--- config.mk ---
export PLATFORM = sky130hd
export DESIGN_NAME = multicycle_main_ctrl_flat
export DESIGN_NICKNAME = d
export VERILOG_FILES = /design/src/rtl/multicycle_main_ctrl_if.sv /design/src/rtl/multicycle_main_ctrl.sv /design/src/flat_wrapper.sv
export SDC_FILE = /design/constraint.sdc
export NUM_CORES = 1
export LEC_CHECK = 0
export BUFFER_PORTS_ARGS = -buffer_cell sky130_fd_sc_hd__buf_2
export CAP_MARGIN = 10
export CELL_PAD_IN_SITES_DETAIL_PLACEMENT = 0
export CELL_PAD_IN_SITES_GLOBAL_PLACEMENT = 1
export CORE_ASPECT_RATIO = 1.5
export CORE_MARGIN = 1.5
export CORE_UTILIZATION = 35
export DETAILED_ROUTE_END_ITERATION = 10
export PLACE_DENSITY_LB_ADDON = 0.25
export SLEW_MARGIN = 15
export SYNTH_ARGS = -nofsm -noshare
export SYNTH_HDL_FRONTEND = slang
export SYNTH_SLANG_ARGS = --single-unit
export TNS_END_PERCENT = 20
--- constraint.sdc ---
create_clock -name clk_i -period 2.2 [get_ports clk_i]
set_input_delay 0.33 -clock clk_i [delete_from_list [all_inputs] [get_ports clk_i]]
set_output_delay 0.33 -clock clk_i [all_outputs]
set_load 0.01 [all_outputs]
--- src/rtl/multicycle_main_ctrl_if.sv ---
// Control bundle between the multicycle main controller and the datapath.
// The master side (the controller) decodes opcode/ready and drives every datapath control line.
interface multicycle_main_ctrl_if;
  logic [5:0]  opcode_i;
  logic        mem_ready_i;
  logic        PCWrite_o;
  logic        PCWriteCond_o;
  logic        IorD_o;
  logic        MemRead_o;
  logic        MemWrite_o;
  logic        IRWrite_o;
  logic        RegDst_o;
  logic        MemtoReg_o;
  logic        RegWrite_o;
  logic        ALUSrcA_o;
  logic [1:0]  ALUSrcB_o;
  logic [2:0]  ALUOp_o;
  logic [1:0]  PCSource_o;
  logic [3:0]  state_o;
  logic        retire_o;
  logic        illegal_o;
  logic [15:0] instr_cnt_o;

  modport master (
    input  opcode_i, mem_ready_i,
    output PCWrite_o, PCWriteCond_o, IorD_o, MemRead_o, MemWrite_o, IRWrite_o, RegDst_o,
           MemtoReg_o, RegWrite_o, ALUSrcA_o, ALUSrcB_o, ALUOp_o, PCSource_o, state_o,
           retire_o, illegal_o, instr_cnt_o
  );

  modport slave (
    output opcode_i, mem_ready_i,
    input  PCWrite_o, PCWriteCond_o, IorD_o, MemRead_o, MemWrite_o, IRWrite_o, RegDst_o,
           MemtoReg_o, RegWrite_o, ALUSrcA_o, ALUSrcB_o, ALUOp_o, PCSource_o, state_o,
           retire_o, illegal_o, instr_cnt_o
  );
endinterface

--- src/rtl/multicycle_main_ctrl.sv ---
// Multicycle main control FSM: fetch/decode/execute/memory/writeback sequencing with
// ready-handshaked memory accesses and a retired-instruction counter.
module multicycle_main_ctrl (
  input  logic                  clk_i,
  input  logic                  rst_i,
  multicycle_main_ctrl_if.master bus
);

  localparam logic [3:0] StIdle   = 4'd0;
  localparam logic [3:0] StFetch  = 4'd1;
  localparam logic [3:0] StDecode = 4'd2;
  localparam logic [3:0] StMemAdr = 4'd3;
  localparam logic [3:0] StMemRd  = 4'd4;
  localparam logic [3:0] StMemWb  = 4'd5;
  localparam logic [3:0] StMemWr  = 4'd6;
  localparam logic [3:0] StRtExe  = 4'd7;
  localparam logic [3:0] StRtWb   = 4'd8;
  localparam logic [3:0] StIExe   = 4'd9;
  localparam logic [3:0] StIWb    = 4'd10;
  localparam logic [3:0] StBeq    = 4'd11;
  localparam logic [3:0] StJump   = 4'd12;

  localparam logic [5:0] OpRType = 6'h00;
  localparam logic [5:0] OpJ     = 6'h02;
  localparam logic [5:0] OpBeq   = 6'h04;
  localparam logic [5:0] OpAddi  = 6'h08;
  localparam logic [5:0] OpSlti  = 6'h0A;
  localparam logic [5:0] OpLw    = 6'h23;
  localparam logic [5:0] OpSw    = 6'h2B;

  logic [3:0]  state_q, state_d;
  logic [15:0] cnt_q, cnt_d;

  logic       pc_write, pc_write_cond, iord, mem_read, mem_write, ir_write;
  logic       reg_dst, mem_to_reg, reg_write, alu_src_a;
  logic [1:0] alu_src_b, pc_source;
  logic [2:0] alu_op;
  logic       retire, illegal;

  // Next-state and control decode; every line defaults to 0 for the current state.
  always_comb begin
    state_d       = state_q;
    pc_write      = 1'b0;
    pc_write_cond = 1'b0;
    iord          = 1'b0;
    mem_read      = 1'b0;
    mem_write     = 1'b0;
    ir_write      = 1'b0;
    reg_dst       = 1'b0;
    mem_to_reg    = 1'b0;
    reg_write     = 1'b0;
    alu_src_a     = 1'b0;
    alu_src_b     = 2'b00;
    alu_op        = 3'b000;
    pc_source     = 2'b00;
    retire        = 1'b0;
    illegal       = 1'b0;
    case (state_q)
      StIdle: state_d = StFetch;
      StFetch: begin
        mem_read  = 1'b1;
        alu_src_b = 2'b01;
        alu_op    = 3'b101;
        ir_write  = bus.mem_ready_i;
        pc_write  = bus.mem_ready_i;
        if (bus.mem_ready_i) state_d = StDecode;
      end
      StDecode: begin
        // Branch target is computed speculatively into ALUOut.
        alu_src_b = 2'b11;
        alu_op    = 3'b101;
        case (bus.opcode_i)
          OpLw, OpSw:     state_d = StMemAdr;
          OpRType:        state_d = StRtExe;
          OpAddi, OpSlti: state_d = StIExe;
          OpBeq:          state_d = StBeq;
          OpJ:            state_d = StJump;
          default: begin
            state_d = StFetch;
            illegal = 1'b1;
          end
        endcase
      end
      StMemAdr: begin
        alu_src_a = 1'b1;
        alu_src_b = 2'b10;
        alu_op    = 3'b101;
        state_d   = (bus.opcode_i == OpSw) ? StMemWr : StMemRd;
      end
      StMemRd: begin
        mem_read = 1'b1;
        iord     = 1'b1;
        if (bus.mem_ready_i) state_d = StMemWb;
      end
      StMemWb: begin
        reg_write  = 1'b1;
        mem_to_reg = 1'b1;
        retire     = 1'b1;
        state_d    = StFetch;
      end
      StMemWr: begin
        mem_write = 1'b1;
        iord      = 1'b1;
        retire    = bus.mem_ready_i;
        if (bus.mem_ready_i) state_d = StFetch;
      end
      StRtExe: begin
        alu_src_a = 1'b1;
        alu_op    = 3'b010;
        state_d   = StRtWb;
      end
      StRtWb: begin
        reg_write = 1'b1;
        reg_dst   = 1'b1;
        retire    = 1'b1;
        state_d   = StFetch;
      end
      StIExe: begin
        alu_src_a = 1'b1;
        alu_src_b = 2'b10;
        alu_op    = (bus.opcode_i == OpSlti) ? 3'b110 : 3'b101;
        state_d   = StIWb;
      end
      StIWb: begin
        reg_write = 1'b1;
        retire    = 1'b1;
        state_d   = StFetch;
      end
      StBeq: begin
        alu_src_a     = 1'b1;
        alu_op        = 3'b001;
        pc_write_cond = 1'b1;
        pc_source     = 2'b01;
        retire        = 1'b1;
        state_d       = StFetch;
      end
      StJump: begin
        pc_write  = 1'b1;
        pc_source = 2'b10;
        retire    = 1'b1;
        state_d   = StFetch;
      end
      default: state_d = StIdle;
    endcase
  end

  // Retired-instruction count, wraps naturally at 16 bits.
  always_comb begin
    cnt_d = retire ? cnt_q + 16'd1 : cnt_q;
  end

  // State and counter registers; reset aborts any in-flight instruction.
  always_ff @(posedge clk_i or posedge rst_i) begin
    if (rst_i) begin
      state_q <= StIdle;
      cnt_q   <= 16'd0;
    end else begin
      state_q <= state_d;
      cnt_q   <= cnt_d;
    end
  end

  assign bus.PCWrite_o     = pc_write;
  assign bus.PCWriteCond_o = pc_write_cond;
  assign bus.IorD_o        = iord;
  assign bus.MemRead_o     = mem_read;
  assign bus.MemWrite_o    = mem_write;
  assign bus.IRWrite_o     = ir_write;
  assign bus.RegDst_o      = reg_dst;
  assign bus.MemtoReg_o    = mem_to_reg;
  assign bus.RegWrite_o    = reg_write;
  assign bus.ALUSrcA_o     = alu_src_a;
  assign bus.ALUSrcB_o     = alu_src_b;
  assign bus.ALUOp_o       = alu_op;
  assign bus.PCSource_o    = pc_source;
  assign bus.state_o       = state_q;
  assign bus.retire_o      = retire;
  assign bus.illegal_o     = illegal;
  assign bus.instr_cnt_o   = cnt_q;

endmodule

--- src/flat_wrapper.sv ---
// flat-port wrapper written by rule: the top's interface ports become plain ports
module multicycle_main_ctrl_flat 
  (clk_i, rst_i, bus_opcode_i, bus_mem_ready_i, bus_PCWrite_o, bus_PCWriteCond_o, bus_IorD_o, bus_MemRead_o, bus_MemWrite_o, bus_IRWrite_o, bus_RegDst_o, bus_MemtoReg_o, bus_RegWrite_o, bus_ALUSrcA_o, bus_ALUSrcB_o, bus_ALUOp_o, bus_PCSource_o, bus_state_o, bus_retire_o, bus_illegal_o, bus_instr_cnt_o);
  multicycle_main_ctrl_if bus_i ();
  input  logic clk_i;
  input  logic rst_i;
  input wire logic [$bits(bus_i.opcode_i)-1:0] bus_opcode_i;
  input wire logic [$bits(bus_i.mem_ready_i)-1:0] bus_mem_ready_i;
  output wire logic [$bits(bus_i.PCWrite_o)-1:0] bus_PCWrite_o;
  output wire logic [$bits(bus_i.PCWriteCond_o)-1:0] bus_PCWriteCond_o;
  output wire logic [$bits(bus_i.IorD_o)-1:0] bus_IorD_o;
  output wire logic [$bits(bus_i.MemRead_o)-1:0] bus_MemRead_o;
  output wire logic [$bits(bus_i.MemWrite_o)-1:0] bus_MemWrite_o;
  output wire logic [$bits(bus_i.IRWrite_o)-1:0] bus_IRWrite_o;
  output wire logic [$bits(bus_i.RegDst_o)-1:0] bus_RegDst_o;
  output wire logic [$bits(bus_i.MemtoReg_o)-1:0] bus_MemtoReg_o;
  output wire logic [$bits(bus_i.RegWrite_o)-1:0] bus_RegWrite_o;
  output wire logic [$bits(bus_i.ALUSrcA_o)-1:0] bus_ALUSrcA_o;
  output wire logic [$bits(bus_i.ALUSrcB_o)-1:0] bus_ALUSrcB_o;
  output wire logic [$bits(bus_i.ALUOp_o)-1:0] bus_ALUOp_o;
  output wire logic [$bits(bus_i.PCSource_o)-1:0] bus_PCSource_o;
  output wire logic [$bits(bus_i.state_o)-1:0] bus_state_o;
  output wire logic [$bits(bus_i.retire_o)-1:0] bus_retire_o;
  output wire logic [$bits(bus_i.illegal_o)-1:0] bus_illegal_o;
  output wire logic [$bits(bus_i.instr_cnt_o)-1:0] bus_instr_cnt_o;
  assign bus_i.opcode_i = bus_opcode_i;
  assign bus_i.mem_ready_i = bus_mem_ready_i;
  assign bus_PCWrite_o = bus_i.PCWrite_o;
  assign bus_PCWriteCond_o = bus_i.PCWriteCond_o;
  assign bus_IorD_o = bus_i.IorD_o;
  assign bus_MemRead_o = bus_i.MemRead_o;
  assign bus_MemWrite_o = bus_i.MemWrite_o;
  assign bus_IRWrite_o = bus_i.IRWrite_o;
  assign bus_RegDst_o = bus_i.RegDst_o;
  assign bus_MemtoReg_o = bus_i.MemtoReg_o;
  assign bus_RegWrite_o = bus_i.RegWrite_o;
  assign bus_ALUSrcA_o = bus_i.ALUSrcA_o;
  assign bus_ALUSrcB_o = bus_i.ALUSrcB_o;
  assign bus_ALUOp_o = bus_i.ALUOp_o;
  assign bus_PCSource_o = bus_i.PCSource_o;
  assign bus_state_o = bus_i.state_o;
  assign bus_retire_o = bus_i.retire_o;
  assign bus_illegal_o = bus_i.illegal_o;
  assign bus_instr_cnt_o = bus_i.instr_cnt_o;
  multicycle_main_ctrl u_core (.clk_i(clk_i), .rst_i(rst_i), .bus(bus_i));
endmodule
==> metrics.md, run 1 <==
| Metric | Value |
|---|---|
| Status | finished, final reports clean |
| Fin nets | 212 |
| Reg power frac | 31.1% |
| Synth Area in XOR/XNOR | 10.82% |
| Max-slew violations | 0 |
| Setup Buffers After CTS | 0 |
| First-pass GRT wire length | 5402 um |
| Element type at the critical path end | output port |
| Avg Cell Area, Syn | 8.301 um2 |
| Tot GR Track Use | 17.12% |
| R2R Setup Slk | 340 ps |
| Cell area after layout | 1608 um2 |
| Critical-path maximum fanout | 11 |
| Post-synthesis sequential area ratio | 38.65% |
| Pin count of the biggest net entering global routing | 21 |
| Filler cells | 348 |
| Setup TNS | 0 ps |
| Data required time of the worst path | 1870 ps |
| Fmax | 0.4771 GHz |
| Core ar. | 3481 um2 |
| H-tree depth | 1 |
| Gate Count Post-Synth | 156 |
| Simple-gate share of the synthesized area | 31.11% |
| Hold Vio Cnt, Final | 0 |
| Peak VDD IR | 0.6942 mV |
| Worst Max-Slew Pin Slew | 769.9 ps |
| Antenna violations before repair | 0 |
| Crit path time final | 2096 ps |
| Routed WL | 3307 um |
| Crit start category | register |
| Total iterations of the first detailed-routing run | 4 |
| Clk_lat worst skew | 250 ps |
| Synth warnings | 0 |
| Flops & latches, synth | 20 |
| Switching Power | 804.0 uW |
| Combinational share of power | 53.7% |
| Finished Core Util | 46.19% |
| CP arrival | 1770 ps |
| Total grt overflow | 0 |
| Die area | 4082 um2 |
| Mux cell area share after synthesis | 0% |
| Main synth FF type | dfrtp_1 |
| Clock sinks | 20 |
| Cell taking the most area after synthesis | dfrtp_1 |
| CTS tree | built |
| Complex-gate fraction of the synthesized area | 11.21% |
| # DRC | 0 |
| Total power | 1.801 mW |
| Top cells by area, synth | dfrtp_1, nand2_1, xnor2_1, xor2_1, nor3_1 |
| Largest family of logic cells by synthesized area | simple AND/OR/NAND/NOR gates |
| Initial core utilization | 37.20% |
| Mapped Area | 1295 um2 |
| Max_cap viols | 0 |
| Max clock buf depth | 2 |
| Post-DP Area | 1549 um2 |
| Layout cells sized above 1 | 31.34% |
| HPWL Detailed | 2580 um |
| CTS root buffer | clkbuf_8 |
| Max_slew headroom | 48.62% |
| WL per Instance | 13.61 um |
| Post-synth EDFFs | 0 |
| Storage cell area | 503.0 um2 |
| Gpl congestion | 0.8064 |
| Port bufs | 47 |
| Final setup vio count | 0 |
| Sw frac | 44.65% |
| Num CTS Buffers | 3 |
| Inserted Diodes | 0 |
| Async SR Flop Fraction | 100.0% |
| Via count | 1285 |
| RSZ-0062 raised after global routing | no |
| Detailed router's first-iteration violation count | 29 |
| Die H | 77.50 um |
| Skew final | 7.031 ps |
| Synth top area share | 38.65% |
| Final worst path period share | 95.28% |
| Crit path kind | register to output port |
| Most common library cell in the layout ignoring fill and taps | buf_2 |
| Area Growth Syn to Fin | 24.15% |
| P_int | 996.5 uW |
| P_leak | 0.7402 nW |
| Rows | 26 |
| IO Pins | 48 |
| Syn nets | 166 |
| Commonest cells after routing, fill and taps aside | buf_2, nand2_1, dfrtp_1 |
| Post-Synth Adder-Cell Area | 0.9662% |
| Pwr dens | 1120 nW/um2 |
| Synth cell types | 37 |
| Clock power share | 15.3% |
| Hold crit path type | input port to async pin |
| Worst-path clk slew | 80 ps |
| Final ANT Viol Nets | 0 |
| Die X | 52.67 um |
| Vias in the first global route | 1221 |
| Multi-input logic area | 701.9 um2 |
| Vias/cell | 5.288 |
-- stage by stage --
stage          hold slack, ps  instances  worst slack, ps
5_1_grt                 260.5        243            2.252
3_3_place_gp            453.9        239            254.4
2_1_floorplan           293.8        156            416.2
6_report                200.8        243            103.8
3_5_place_dp            453.0        239            222.6
4_1_cts                 234.9        243            79.79
-- registers in the layout, indices dropped and copies added (netlist names) --
signal and cells:
u_core.bus.state_o 4, u_core.bus.instr_cnt_o 16
-- final timing paths --
| kind | from | end | depth (start not counted) |
|---|---|---|---|
| worst max-delay path | u_core.bus.state_o[3] | bus_retire_o | 5 |
| worst min-delay path | rst_i | u_core.bus.instr_cnt_o[12] | 2 |
| worst max register to register | u_core.bus.state_o[3] | u_core.bus.instr_cnt_o[12] | 5 |
| worst min register to register | u_core.bus.instr_cnt_o[15] | u_core.bus.instr_cnt_o[15] | 1 |
| max in group asynchronous | rst_i | u_core.bus.state_o[1] | 2 |
| min in group clk_i | bus_opcode_i[5] | u_core.bus.state_o[1] | 3 |
-- synth_stat cells, types with 2 or more instances --
| library cell | n |
|---|---|
| o21ai_0 | 7 |
| nand4_1 | 5 |
| buf_4 | 2 |
| nor2_1 | 10 |
| clkbuf_1 | 5 |
| xnor2_1 | 8 |
| buf_6 | 3 |
| nor2b_1 | 3 |
| nand3_1 | 8 |
| a21oi_1 | 9 |
| a211oi_1 | 2 |
| and3_1 | 3 |
| xor2_1 | 8 |
| nor4_1 | 5 |
| dfrtp_1 | 20 |
| a31oi_1 | 3 |
| inv_1 | 5 |
| nor3_1 | 11 |
| nand2_1 | 21 |
-- worst max-delay path: stages, from the launching register on --
cell	delay, ps
dfrtp_1	490
and2b_2	280
a31oi_1	180
o21a_2	280
clkinv_1	130
buf_2	150
-- what timing repair did --
item,4_1_cts,5_1_grt
setup endpoints to repair,1,3
resized for setup,1,3
hold buffers,0,0
-- per-layer routing --
layer,share of wire [%],global-route usage (%),wire (um)
met1,40,18.23,1309
met2,54,32.13,1800
met3,4.5,2.308,148
met4,1.5,6.667,48
met5,0,0,0
-- logic make-up after synthesis --
logic type,after synthesis
and+or+nand+nor,77
AOI/OAI and AO/OA,25
DFF,20
buffers and inverters,17
xor gates and xnor gates,16
adders and majority gates,1
-- final cells by class --
cell class | instances | share of cell area [%]
multi-input cells | 119 | 43.66
flip-flops and latches | 20 | 31.28
repair buffers | 52 | 16.97
clock buffers | 4 | 3.424
well taps | 42 | 3.268
inverters | 6 | 1.401
-- power by group through the flow --
stage / Sequential (mW) / Combinational [mW] / Clock, mW
finish: 0.559 / 0.966 / 0.275
global route: 0.571 / 1.07 / 0.306
CTS: 0.555 / 0.971 / 0.286
global placement: 0.555 / 0.962 / 0
floorplan: 0.550 / 0.663 / 0
detailed placement: 0.562 / 0.964 / 0
(Power assumes the default switching activity.)
==> run 2: changes to the inputs <==
--- a/config.mk
+++ b/config.mk
@@ -12,8 +12,10 @@
 export CORE_ASPECT_RATIO = 1.5
 export CORE_MARGIN = 1.5
 export CORE_UTILIZATION = 35
+export CTS_BUF_LIST = sky130_fd_sc_hd__clkbuf_4 sky130_fd_sc_hd__clkbuf_8 sky130_fd_sc_hd__clkbuf_16
 export DETAILED_ROUTE_END_ITERATION = 10
 export PLACE_DENSITY_LB_ADDON = 0.25
+export SETUP_SLACK_MARGIN = 0.4
 export SLEW_MARGIN = 15
 export SYNTH_ARGS = -nofsm -noshare
 export SYNTH_HDL_FRONTEND = slang
==> run 2 against run 1 <==
First-iteration DRC count up 31%. Via count up 5.0%. Core utilization up 6.4 points. Flip-flop and latch count is the same. Cell count is 4.9% higher. Clock skew barely moved. Cell area increased by 14%.
==> metrics.md, run 2 (same netlist as run 1, synthesis figures left out) <==
| Metric | Value |
|---|---|
| Storage cell area | 504.2 um2 (was 503.0 um2) |
| Via count | 1349 (was 1285) |
| Final ANT Viol Nets | 0 (unchanged) |
| Sw frac | 44.25% (was 44.65%) |
| P_int | 1.157 mW (was 996.5 uW) |
| Pin count of the biggest net entering global routing | 21 (unchanged) |
| Multi-input logic area | 805.8 um2 (was 701.9 um2) |
| Final setup vio count | 0 (unchanged) |
| Vias in the first global route | 1325 (was 1221) |
| Crit path kind | register to output port (unchanged) |
| R2R Setup Slk | 380 ps (was 340 ps) |
| Element type at the critical path end | output port (unchanged) |
| Post-route insts no fill | 255 (was 243) |
| Max FFs per register | 16 (unchanged) |
| Peak VDD IR | 0.7617 mV (was 0.6942 mV) |
| Fmax | 0.5453 GHz (was 0.4771 GHz) |
| Max_cap viols | 0 (unchanged) |
| IO Pins | 48 (unchanged) |
| Max_slew headroom | 49.09% (was 48.62%) |
| Die X | 52.67 um (unchanged) |
| Fin nets | 224 (was 212) |
| Most common library cell in the layout ignoring fill and taps | buf_2 (unchanged) |
| Finished Core Util | 52.62% (was 46.19%) |
| Data required time of the worst path | 1870 ps (about the same) |
| Clock power share | 13.3% (was 15.3%) |
| R2r endpoint | u_core.bus.instr_cnt_o[10] (was u_core.bus.instr_cnt_o[12]) |
| Final worst path period share | 83.35% (was 95.28%) |
| Rows | 26 (unchanged) |
| Hold_ws | 197.4 ps (was 200.8 ps) |
| Max-slew violations | 0 (unchanged) |
| Worst Reg-to-Reg Cells | 8 (was 5) |
| Status | finished, final reports clean (unchanged) |
| HPWL Detailed | 2580 um (unchanged) |
| P_leak | 0.8285 nW (was 0.7402 nW) |
| Port bufs | 47 (unchanged) |
| CTS tree | built (unchanged) |
| Reg power frac | 26.0% (was 31.1%) |
| H-tree depth | 1 (unchanged) |
| Gpl congestion | 0.8064 (unchanged) |
| CTS root buffer | clkbuf_8 (unchanged) |
| Filler cells | 316 (was 348) |
| Inst Count DP | 239 (unchanged) |
| Routed WL | 3647 um (was 3307 um) |
| Clock sinks | 20 (unchanged) |
| Combinational share of power | 60.6% (was 53.7%) |
| Commonest cells after routing, fill and taps aside | buf_2, nand2_1, dfrtp_1 (unchanged) |
| Total grt overflow | 0 (unchanged) |
| Num CTS Buffers | 3 (unchanged) |
| Hold Vio Cnt, Final | 0 (unchanged) |
| Post-CTS Hold Fix Bufs | 0 (unchanged) |
| Clk_lat worst skew | 250 ps (about the same) |
| Max clock buf depth | 2 (unchanged) |
| Setup TNS | 0 ps (unchanged) |
| Skew final | 6.986 ps (was 7.031 ps) |
| Critical-path maximum fanout | 4 (was 11) |
| Cell area after layout | 1832 um2 (was 1608 um2) |
| WL per Instance | 14.30 um (was 13.61 um) |
| Worst-path clk slew | 80 ps (about the same) |
| # DRC | 0 (unchanged) |
| Vias/cell | 5.290 (was 5.288) |
| Reg2reg start | u_core.bus.state_o[1] (was u_core.bus.state_o[3]) |
| Area Growth Syn to Fin | 41.45% (was 24.15%) |
| Detailed router's first-iteration violation count | 38 (was 29) |
| Total iterations of the first detailed-routing run | 4 (unchanged) |
| Layout cells sized above 1 | 41.78% (was 31.34%) |
| Worst Max-Slew Pin Slew | 762.8 ps (was 769.9 ps) |
| Total power | 2.075 mW (was 1.801 mW) |
| Tot GR Track Use | 18.35% (was 17.12%) |
| Dpl ws | 222.6 ps (unchanged) |
| CP arrival | 1500 ps (was 1770 ps) |
| Pwr dens | 1133 nW/um2 (was 1120 nW/um2) |
| Switching Power | 918.0 uW (was 804.0 uW) |
| Post-DP Area | 1549 um2 (unchanged) |
| Final setup margin | 366.2 ps (was 103.8 ps) |
| Crit path time final | 1834 ps (was 2096 ps) |
| Crit start category | register (unchanged) |
| Die H | 77.50 um (unchanged) |
| First-pass GRT wire length | 5782 um (was 5402 um) |
| Initial core utilization | 37.20% (unchanged) |
| Hold crit path type | input port to async pin (unchanged) |
| RSZ-0062 raised after global routing | yes (was no) |
| Antenna violations before repair | 0 (unchanged) |
| Die area | 4082 um2 (unchanged) |
| Inserted Diodes | 0 (unchanged) |
| Core ar. | 3481 um2 (unchanged) |
==> run 2: changes by cell type in the layout (fill, tap and decap cells not counted), moves of 2 or more <==
| cell | change |
|---|---|
| buf_2 | -2 |
| buf_4 | +8 |
| buf_6 | +6 |
| nand2_1 | -2 |
| nand2_2 | +2 |
| nor3_1 | -2 |
| nor4_1 | -5 |
| nor4_4 | +5 |
==> run 2: area by class of cell <==
cell class	count	area share, %
multi-input cells	119	43.99
clock buffers	4	3.005
repair buffers	64	21.31
inverters	6	1.298
well taps	42	2.869
flip-flops and latches	20	27.53
==> run 2: repair_timing <==
item,4_1_cts,5_1_grt
pin swaps,2,6
gates cloned,0,0
endpoints found under the setup margin,21,22
setup buffers,12,0
resized for setup,15,15
==> run 2: how the worst max path moves through the flow <==
stage	startpoint	endpoint	slack (ps)
after floorplan	u_core.bus.state_o[0]	bus_PCWrite_o	420
final	u_core.bus.state_o[1]	bus_PCWrite_o	370
after detailed placement	u_core.bus.state_o[0]	u_core.bus.instr_cnt_o[3]	220
after global routing	u_core.bus.state_o[1]	u_core.bus.instr_cnt_o[10]	290
after global placement	u_core.bus.state_o[0]	bus_retire_o	250
after CTS	u_core.bus.state_o[1]	bus_retire_o	330
==> run 2: power by group through the flow <==
stage / Clock (mW) / Combinational [mW] / Sequential [mW]
after floorplan: 0 / 0.663 / 0.550
after global placement: 0 / 0.962 / 0.555
after detailed placement: 0 / 0.964 / 0.562
after CTS: 0.286 / 1.18 / 0.535
after global routing: 0.306 / 1.37 / 0.548
final: 0.277 / 1.26 / 0.540
==> run 2: metal layers <==
metal,global-route usage (%),part of all wire [%]
met4,7.179,1.7
met5,0,0
met3,2.692,4.1
met2,34.75,56
met1,19.08,38
==> run 2: critical path, stage by stage (launching register included) <==
cell     delay (ps)
dfrtp_2         400
buf_6           110
and2b_2         230
nand2_2          70
nor3_2           40
or2_2           280
buf_6           120
==> run 3: changes to the inputs <==
==> constraint.sdc (replaced) <==
create_clock -name clk_i -period 1.8 [get_ports clk_i]
set_input_delay 0.27 -clock clk_i [delete_from_list [all_inputs] [get_ports clk_i]]
set_output_delay 0.27 -clock clk_i [all_outputs]
set_load 0.01 [all_outputs]
==> run 3 against run 2 <==
Critical path depth shrank 1. Core utilization grew 4.2 points. Cell count grew 5.1%. Clock skew shrank 4.3 ps. Clock power grew 23%.
==> metrics.md, run 3 (same netlist as run 1, synthesis figures left out) <==
| Metric | Value |
|---|---|
| Worst-path cell with the longest stage delay | dfrtp_1 (was dfrtp_2) |
| Inst Count DP | 249 (was 239) |
| Clk_lat worst skew | 250 ps (about the same) |
| First-pass GRT wire length | 6272 um (was 5782 um) |
| Hold_ws | 24.82 ps (was 197.4 ps) |
| Most common library cell in the layout ignoring fill and taps | buf_2 (unchanged) |
| Die H | 77.50 um (unchanged) |
| HPWL Detailed | 2757 um (was 2580 um) |
| Tot GR Track Use | 19.75% (was 18.35%) |
| Antenna violations before repair | 0 (unchanged) |
| Num CTS Buffers | 3 (unchanged) |
| CP arrival | 1440 ps (was 1500 ps) |
| Total iterations of the first detailed-routing run | 4 (unchanged) |
| Max FFs per register | 16 (unchanged) |
| Metal3 WL | 169 um (was 151 um) |
| Post-CTS Hold Fix Bufs | 0 (unchanged) |
| Die X | 52.67 um (unchanged) |
| RSZ-0062 raised after global routing | yes (unchanged) |
| Worst-path clk slew | 80 ps (about the same) |
| Port bufs | 47 (unchanged) |
| Pin count of the biggest net entering global routing | 21 (unchanged) |
| Hold Vio Cnt, Final | 0 (unchanged) |
| Initial core utilization | 37.20% (unchanged) |
| Final ANT Viol Nets | 0 (unchanged) |
| Vias/cell | 5.313 (was 5.290) |
| Max_cap viols | 0 (unchanged) |
| Cell area after layout | 1979 um2 (was 1832 um2) |
| # DRC | 0 (unchanged) |
| Crit path time final | 1710 ps |
| Layout cells sized above 1 | 47.79% (was 41.78%) |
| Setup TNS | 0 ps (unchanged) |
| Final worst path period share | 95.01% |
| Routed WL | 3742 um (was 3647 um) |
| CP max stage delay | 420 ps (was 400 ps) |
| P_leak | 0.9209 nW (was 0.8285 nW) |
| DR WL met2 | 2067 um (was 2052 um) |
| Reg2reg start | u_core.bus.state_o[1] (unchanged) |
| Critical-path maximum fanout | 6 (was 4) |
| Data required time of the worst path | 1530 ps (was 1870 ps) |
| Peak VDD IR | 0.8005 mV (was 0.7617 mV) |
| H-tree depth | 1 (unchanged) |
| Max-slew violations | 0 (unchanged) |
| Crit path to | bus_retire_o (was bus_PCWrite_o) |
| Buf/Inv on CP | 2 (unchanged) |
| R2r endpoint | u_core.bus.instr_cnt_o[8] (was u_core.bus.instr_cnt_o[10]) |
| Final setup vio count | 0 (unchanged) |
| CP delay by family, top | flip-flops (was simple AND/OR/NAND/NOR gates) |
| Worst Reg-to-Reg Cells | 7 (was 8) |
| Skew final | 2.726 ps (was 6.986 ps) |
| Core ar. | 3481 um2 (unchanged) |
| CTS root buffer | clkbuf_8 (unchanged) |
| R2R Setup Slk | 100 ps (was 380 ps) |
| Top sig layer | met4 (unchanged) |
| Fin nets | 237 (was 224) |
| Detailed router's first-iteration violation count | 31 (was 38) |
| Max_slew headroom | 67.63% (was 49.09%) |
| Commonest cells after routing, fill and taps aside | buf_2, buf_4, nand2_1, dfrtp_1, nor2_1 (was buf_2, nand2_1, dfrtp_1) |
| Total power | 2.680 mW (was 2.075 mW) |
| Post-route insts no fill | 268 (was 255) |
| Element type at the critical path end | output port (unchanged) |
| Status | finished, final reports clean (unchanged) |
| Worst path depth | 5 (was 6) |
| Die area | 4082 um2 (unchanged) |
| Hold crit path type | input port to async pin (unchanged) |
| Max clock buf depth | 2 (unchanged) |
| Crit path kind | register to output port (unchanged) |
| CTS tree | built (unchanged) |
| Worst Max-Slew Pin Slew | 484.4 ps (was 762.8 ps) |
| Area Growth Syn to Fin | 52.85% (was 41.45%) |
| Crit start category | register (unchanged) |
| WL per Instance | 13.96 um (was 14.30 um) |
| Inserted Diodes | 0 (unchanged) |
| Gpl congestion | 0.8065 (was 0.8064) |
| Rows | 26 (unchanged) |
| CP cell instances | and4bb_2 > a21oi_2 > o21a_1 > clkinv_2 > buf_6 (was buf_6 > and2b_2 > nand2_2 > nor3_2 > or2_2 > buf_6) |
| IO Pins | 48 (unchanged) |
| Via count | 1424 (was 1349) |
| Fmax | 0.5847 GHz |
| Clock sinks | 20 (unchanged) |
| Origin of the worst setup path | u_core.bus.state_o[3] (was u_core.bus.state_o[1]) |
| Post-DP Area | 1710 um2 (was 1549 um2) |
| Pwr dens | 1354 nW/um2 (was 1133 nW/um2) |
| Met1 WL | 1371 um (was 1382 um) |
| Vias in the first global route | 1422 (was 1325) |
| Total grt overflow | 0 (unchanged) |
[run 3: cell type report]
| type | count | area, um2 |
|---|---|---|
| fillers | 323 | 1501 |
| multi-input cells | 119 | 850.8 |
| flip-flops and latches | 20 | 501.7 |
| repair buffers | 77 | 495.5 |
| clock buffers | 4 | 55.05 |
| well taps | 42 | 52.55 |
| inverters | 6 | 23.77 |
[run 3: routing by layer]
metal,track usage (%),vias up
met5,0,-
met4,10.00,0
met3,2.500,13
met2,36.00,48
met1,21.04,677
li1,-,686
[run 3: worst reg2reg max path, delay by kind of cell (launching register included)]
family,cells,cell delay [ps]
AND/OR/NAND/NOR,2,560
flip-flops,1,450
buffers and inverters,2,290
XOR/XNOR,1,160
AO/OA/AOI/OAI,2,160
[run 3: how the worst min path moves through the flow]
stage / startpoint / endpoint
2_1_floorplan: rst_i / u_core.bus.instr_cnt_o[0]
3_3_place_gp: rst_i / u_core.bus.instr_cnt_o[3]
3_5_place_dp: rst_i / u_core.bus.instr_cnt_o[3]
4_1_cts: rst_i / u_core.bus.instr_cnt_o[3]
5_1_grt: rst_i / u_core.bus.instr_cnt_o[2]
6_report: rst_i / u_core.bus.instr_cnt_o[2]
[run 3: through the flow]
step	util (%)	setup WS, ps
after floorplan	-	188.8
final	56.87	89.74
after global placement	49.14	203.6
after detailed placement	49.14	121.9
after CTS	55.61	51.49
after global routing	56.87	10.76
[run 3: power breakdown]
part	internal [mW]	total (mW)	switching [mW]
sequential	0.540	0.647	0.107
clock	0.194	0.341	0.146
combinational	0.778	1.69	0.915
total	1.51	2.68	1.17
[run 3: repair_timing]
| action | in CTS | in global routing |
|---|---|---|
| buffers inserted | 13 | 2 |
| setup endpoints to repair | 36 | 38 |
| resized for setup | 21 | 7 |
| hold endpoints to repair | 0 | 0 |
| pin swaps | 10 | 8 |
